$ cat config.mk
export PLATFORM = sky130hd
export DESIGN_NAME = ram_fifo_ctrl
export DESIGN_NICKNAME = d
export VERILOG_FILES = /design/src/rtl/ram_fifo_pkg.sv /design/src/rtl/ram_fifo_ptr.sv /design/src/rtl/ram_fifo_ctrl.sv
export SDC_FILE = /design/constraint.sdc
export NUM_CORES = 1
export LEC_CHECK = 0
export CORE_ASPECT_RATIO = 1.1
export CORE_MARGIN = 2
export CORE_UTILIZATION = 46
export DETAILED_ROUTE_END_ITERATION = 6
export PLACE_DENSITY = 0.86
export SLEW_MARGIN = 10
export SYNTH_ARGS = -nofsm -noshare
export SYNTH_HDL_FRONTEND = slang
export SYNTH_SLANG_ARGS = --single-unit
$ cat constraint.sdc
create_clock -name clk -period 5.7 [get_ports clk]
set_input_delay 0.57 -clock clk [delete_from_list [all_inputs] [get_ports clk]]
set_output_delay 0.57 -clock clk [all_outputs]
set_load 0.005 [all_outputs]
$ cat src/rtl/ram_fifo_pkg.sv
// Shared sizing constants and types for the RAM-backed FIFO controller.
// Sized for the 64x8 single-port RAM (ram_8bit) that sits next to the controller.
package ram_fifo_pkg;

    localparam int DATA_W = 8;
    localparam int ADDR_W = 6;
    localparam int DEPTH  = 2 ** ADDR_W;

    typedef logic [DATA_W-1:0] word_t;
    typedef logic [ADDR_W-1:0] addr_t;
    typedef logic [ADDR_W:0]   cnt_t;

endpackage

$ cat src/rtl/ram_fifo_ptr.sv
// Enable-gated wrapping pointer with synchronous active-high reset.
// It is used twice in the controller: once as the write pointer and once as the read pointer.
module ram_fifo_ptr
    import ram_fifo_pkg::*;
(
    input  logic  clk,
    input  logic  rst,
    input  logic  i_en,
    output addr_t o_ptr
);

    addr_t r_ptr;

    // NOTE: sequential state uses non-blocking assignments, and reset is tested inside the clocked block (synchronous).
    always_ff @(posedge clk) begin
        if (rst) begin
            r_ptr <= '0;
        end else if (i_en) begin
            r_ptr <= r_ptr + addr_t'(1);
        end
    end

    assign o_ptr = r_ptr;

endmodule

$ cat src/rtl/ram_fifo_ctrl.sv
// FIFO controller driving an external 64x8 single-port RAM. A pop takes priority over a push.
// Optional sticky overflow/underflow flags are enabled with the RAM_FIFO_STATS_EN macro.
module ram_fifo_ctrl
    import ram_fifo_pkg::*;
(
    input  logic  clk,
    input  logic  rst,
    input  logic  push_valid,
    input  word_t push_data,
    output logic  push_ready,
    input  logic  pop_req,
    output logic  pop_ack,
    output logic  pop_valid,
    output word_t pop_data,
    output cnt_t  count,
    output logic  full,
    output logic  empty,
    output word_t ram_data,
    output addr_t ram_addr,
    output logic  ram_we,
    input  word_t ram_q,
    output logic  push_err,
    output logic  pop_err
);

    cnt_t  r_count;
    logic  r_pop_valid;
    addr_t w_wr_ptr;
    addr_t w_rd_ptr;
    logic  w_empty;
    logic  w_full;
    logic  w_pop_ack;
    logic  w_push_ready;
    logic  w_push_fire;

    assign w_empty      = (r_count == '0);
    assign w_full       = (r_count == cnt_t'(DEPTH));
    assign w_pop_ack    = pop_req && !w_empty;
    // The RAM has one port, so a cycle spent reading cannot also write.
    assign w_push_ready = !w_full && !w_pop_ack;
    assign w_push_fire  = push_valid && w_push_ready;

    ram_fifo_ptr u_wr_ptr (
        .clk   (clk),
        .rst   (rst),
        .i_en  (w_push_fire),
        .o_ptr (w_wr_ptr)
    );

    ram_fifo_ptr u_rd_ptr (
        .clk   (clk),
        .rst   (rst),
        .i_en  (w_pop_ack),
        .o_ptr (w_rd_ptr)
    );

    // A pop and a push never both fire, so the count moves by at most one.
    always_ff @(posedge clk) begin
        if (rst) begin
            r_count     <= '0;
            r_pop_valid <= 1'b0;
        end else begin
            r_pop_valid <= w_pop_ack;
            if (w_pop_ack) begin
                r_count <= r_count - cnt_t'(1);
            end else if (w_push_fire) begin
                r_count <= r_count + cnt_t'(1);
            end
        end
    end

    assign ram_we     = w_push_fire;
    assign ram_addr   = w_push_fire ? w_wr_ptr : w_rd_ptr;
    assign ram_data   = push_data;

    assign push_ready = w_push_ready;
    assign pop_ack    = w_pop_ack;
    assign pop_valid  = r_pop_valid;
    assign pop_data   = ram_q;
    assign count      = r_count;
    assign full       = w_full;
    assign empty      = w_empty;

`ifdef RAM_FIFO_STATS_EN
    logic r_push_err;
    logic r_pop_err;

    always_ff @(posedge clk) begin
        if (rst) begin
            r_push_err <= 1'b0;
            r_pop_err  <= 1'b0;
        end else begin
            if (push_valid && w_full) r_push_err <= 1'b1;
            if (pop_req && w_empty)   r_pop_err  <= 1'b1;
        end
    end

    assign push_err = r_push_err;
    assign pop_err  = r_pop_err;
`else
    assign push_err = 1'b0;
    assign pop_err  = 1'b0;
`endif

endmodule

# Word level (Yosys, flattened, before mapping)
# Cells that the tools add are included.
# W data, S select, Z words.
op_classes:
  n_div: 0
  n_mux: 3
  magnitude_cmp: 0
  mul: 0
  bitwise_logic: 0
  eq_ne: 1
  add_sub_neg: 4
  shift: 0
  reduce_logical: 8
op_table:
  columns: ["op", "count"]
  rows:
  - ["$mux W7", 2]
  - ["$add A6 B1 Y6 const B", 2]
  - ["$add A7 B1 Y7 const B", 1]
  - ["$eq A7 B7 Y1 const B", 1]
  - ["$logic_not A7 Y1", 1]
  - ["$sub A7 B1 Y7 const B", 1]
  - ["$mux W6", 1]
  - ["$logic_and A1 B1 Y1", 3]
  - ["$logic_not A1 Y1", 3]
  - ["$reduce_bool A2 Y1", 1]
word_totals:
  latch_bits: 0
  word_cells: 20
  ramBits: 0
  register_bits: 20
  n_memories: 0
  romBits: 0
  in_bits: 20

# Depth between registers and ports, before layout
depth:
  word_depth: 8
  mapped_depth: 10
  ltp_nobuf: 10

# By module
# Synthesis repeated with hierarchy kept, for this count alone.
hier_totals:
  cells_unflattened: 147
  hier_area_um2: 1302.5
by_module_without_submodules:
  columns: ["module", "n_inst", "area_per_inst_um2", "seq_area_each_um2", "cells_per_inst"]
  rows:
  - ["ram_fifo_ctrl", 1, 824.5, 160.2, 99]
  - ["ram_fifo_ptr", 2, 239.0, 120.1, 24]

# Worst setup path before layout
# No wires, ideal clock.
synth_path:
  path_type: "register to register"
  start: "reg r_count[0] (netlist: count[0])"
  end: "reg r_count[6] (netlist: count[6])"
  path_stages_with_launch: 11
  arrival_time_ns: 2.819
  n_path_buf: 0
  slack_ns: 2.760
  cell_sequence: "dfxtp_1 -> nor4_1 -> nand3_1 -> nand2_1 -> clkinv_1 -> ha_1 -> nor2b_1 -> o31a_1 -> o22ai_1 -> mux2i_1 -> mux2_2"
synth_via:
  elab_chain_len: 7
  word_cells_on_any_way: 13
  classes_between: "add/sub: 2; eq/ne: 1; mux: 2; reduce/logical: 8"
synth_lines:
  columns: ["item", "line_no", "rtl"]
  rows:
  - ["from (decl)", "ram_fifo_ctrl.sv:26", "cnt_t r_count;"]
  - ["from (signal assigned)", "ram_fifo_ctrl.sv:65", "r_count <= r_count - cnt_t'(1);"]
  - ["from (signal assigned)", "ram_fifo_ctrl.sv:67", "r_count <= r_count + cnt_t'(1);"]
  - ["$logic_not A7 Y1 (*)", "ram_fifo_ctrl.sv:36", "assign w_empty = (r_count == '0);"]
  - ["$logic_not A1 Y1 (*)", "ram_fifo_ctrl.sv:38", "assign w_pop_ack = pop_req && !w_empty;"]
  - ["$logic_and A1 B1 Y1 (*)", "ram_fifo_ctrl.sv:38", null]
  - ["net pop_ack", "ram_fifo_ctrl.sv:12", "output logic pop_ack,"]
  - ["$logic_not A1 Y1", "ram_fifo_ctrl.sv:40", "assign w_push_ready = !w_full && !w_pop_ack;"]
  - ["$logic_and A1 B1 Y1", "ram_fifo_ctrl.sv:40", null]
  - ["$logic_and A1 B1 Y1", "ram_fifo_ctrl.sv:41", "assign w_push_fire = push_valid && w_push_ready;"]
  - ["$reduce_bool A2 Y1 (no source line)", null, null]
# Mark *: on every way through the listed nets, which the timed path passes. The rest lies on a longest branch. The select of a mux whose other input is x is not followed.
# A chain may end at the register's enable or synchronous reset.

# Worst setup path in the final report
layout_path:
  start: "reg r_count[0] (netlist: count[0])"
  end: "reg r_count[6] (netlist: count[6])"
layout_via:
  elab_chain_len: 7
  word_cells_on_any_way: 13
  classes_between: "add/sub: 2; eq/ne: 1; mux: 2; reduce/logical: 8"
layout_lines:
  columns: ["item"]
  rows:
  - ["branches (longest 7 deep; another with $add A7 B1 Y7)"]
# Several ways; the timed one is not identified. The select of a mux whose other input is x is not followed.

==> metrics.cfg <==
[power]
power_density_nw_per_um2=509
internal_power_mw=0.465
p_switching_mw=0.302
swShare_pct=39.4
pwr-share-seq_pct=28.0
p_comb_share_pct=56.7
leakagePower_nw=0.645
clock_power_share_pct=15.3
vdd_drop_max_uv=341

[clocking]
cts_max_level=1
cts_resized=0
path_clk_slew_ns=0.12
hold_buffers=0
post_cts_buffers=0
clockRootBuffer=clkbuf_4
clock_latency_ns=0.31
cts_made_buffers=3
cts.path.max_buffers=2
cts_sinks=20
cts_tree=yes

[floorplanning]
die_y_um=60.7
die_area_sq_um=3370
rows=20
core_area_sq_um=2780
start_util_pct=48.3
die_w_um=55.5
ioPinCount=57

[sta]
worst_pin_slew_ns=0.797
fin_crit_ns=3.45
setup_viol=0
slew_headroom_pct=46.7
finalSetupTns_ns=0
fmax_ghz=0.290
slew_viol_final=0
finalWorstSetupSlack_ns=2.25
skew_ns=0.00189
finalHoldViolations=0
fin_crit_sh_pct=60.5
rsz0062_at_grt=false

[detailed_routing]
wl_met3_um=203
route.top_layer_used=met4
drtIter0Drc=31
first_pass_iters=4
vias_per_cell=5.58
drt-met1-wl_um=1130
wl_met2_um=1380
wl_um=2780
wl_per_cell_um=14.5
vias=1071
final_antenna_net_count=0
drcViolationCount=0

[logic_synthesis]
syn_avg_cell_area_sq_um=8.77
ys.flop_type=dfxtp_1
synth_top_area_share_pct=29.8
syn_inst=153
syn_area_sq_um=1340
seq_area_frac_synth_pct=29.8
ys_async_sr_fraction_pct=0
synth-seq-cells=20
ys_warn_count=0
synth-edff-count=0
synth_top_cell_by_area=dfxtp_1
yosys-top-cells-area=dfxtp_1 30%, buf_4 10%, ha_1 6.5%
ys_types=42

[global_route]
grt_pass1_vias=1117
antenna_found_initial=0
grt_start_max_net_pins=22
track_usage_pct=18.0
grt_pass1_wl_um=4780
overflow=0

[final_layout]
fillers=230
final_cell_mix=22 x clkdlybuf4s50_1, 21 x nor2_1, 20 x dfxtp_1, 8 x nand2_1, 8 x xor2_1
drive_gt1_share_pct=13.2
antenna_cells=0
fin_cells=192
nets=188
area.growth.synth_to_final_pct=12.2
final_common_cell=clkdlybuf4s50_1

[setup_path]
start_kind=flop
cp_max_fo=13
cp.arrival_ns=3.66
path_class=reg2reg
critPathRequiredTime_ns=5.91
end_kind=flop

[placed_design]
place_ws_ns=2.30
gp_congestion=0.863
dp_hpwl_um=2050
placed_cells=188
io_buffers=22

[flow_run]
cap_violations=0

[status]
run_status=finished clean

[worst_hold_path]
hp-class=reg2reg

metal layers:
| metal | GRT usage (%) | up-vias |
|---|---|---|
| li1 | - | 514 |
| met1 | 19.3 | 501 |
| met2 | 33.2 | 45 |
| met3 | 3.41 | 11 |
| met4 | 11.8 | 0 |
| met5 | 0 | - |
registers in the layout, summed over array words and instances (netlist names):
register        cells
count               7
u_wr_ptr.o_ptr      6
u_rd_ptr.o_ptr      6
pop_valid           1
worst paths after layout:
path / start / to / cells past startpoint / slack (ns)
worst min register to register: u_rd_ptr.o_ptr[1] / u_rd_ptr.o_ptr[1] / 2 / 0.50
worst max-delay path: count[0] / count[6] / 10 / 2.25
worst min-delay path: u_rd_ptr.o_ptr[1] / u_rd_ptr.o_ptr[1] / 2 / 0.50
worst max register to register: count[0] / count[6] / 10 / 2.25
critical path, stage by stage, from the launching register on:
cell	delay, ns
dfxtp_1	0.41
nor4_1	0.43
nand3_1	0.21
nand2_1	0.25
clkinv_1	0.39
ha_1	0.48
nor2b_1	0.17
o31a_1	0.27
o22ai_1	0.17
mux2i_1	0.23
mux2_2	0.35
power groups by stage:
stage | combinational, mW | sequential, mW | clock (mW)
after detailed placement | 0.428 | 0.216 | 0
after floorplan | 0.301 | 0.208 | 0
after global placement | 0.407 | 0.215 | 0
final | 0.435 | 0.215 | 0.117
after CTS | 0.433 | 0.214 | 0.119
after global routing | 0.475 | 0.221 | 0.126
logic make-up (layout without fill, tap and decap cells):
| family | Yosys count | after routing | synth area share, % |
|---|---|---|---|
| AO/OA/AOI/OAI | 23 | 23 | 12.9 |
| flip-flops | 20 | 20 | 29.8 |
| AND/OR/NAND/NOR | 49 | 49 | 18.6 |
| XOR/XNOR | 12 | 12 | 7.83 |
| adder cells (fa/ha/maj) | 8 | 8 | 8.01 |
| other | 1 | 2 | 0.279 |
| multiplexers | 11 | 11 | 8.85 |
| buffers and inverters | 29 | 34 | 13.7 |
final cells by class:
cell class | instances | area [sq um] | share of cell area (%)
flip-flops and latches | 20 | 400 | 26.6
clock buffers | 3 | 22.5 | 1.50
well taps | 33 | 41.3 | 2.74
clock inverters | 1 | 30.0 | 1.99
inverters | 8 | 30.0 | 1.99
repair buffers | 22 | 220 | 14.6
multi-input cells | 105 | 762 | 50.6
synth_stat cells (all sizes together) (2+ instances only):
cell and instances:
inv 7, ha 7, nor2 21, xor2 8
buf 19, xnor2 4, nand3 4, clkbuf 2
nand2 9, and3 2, mux2i 4, o21ai 7
mux2 7, or2 2, dfxtp 20, o31a 2
a21oi 6, nand4 3, a211oi 2
stage by stage:
stage,power (mW),instance area [sq um],util [%],hold WS (ns)
5_1_grt,0.822,1510,54.2,0.522
4_1_cts,0.765,1510,54.2,0.499
6_report,0.767,1510,54.2,0.499
3_3_place_gp,0.622,1450,52.3,0.469
3_5_place_dp,0.644,1450,52.3,0.482
2_1_floorplan,0.509,1350,-,0.456
Note: power is estimated with default switching activity, not from simulation.
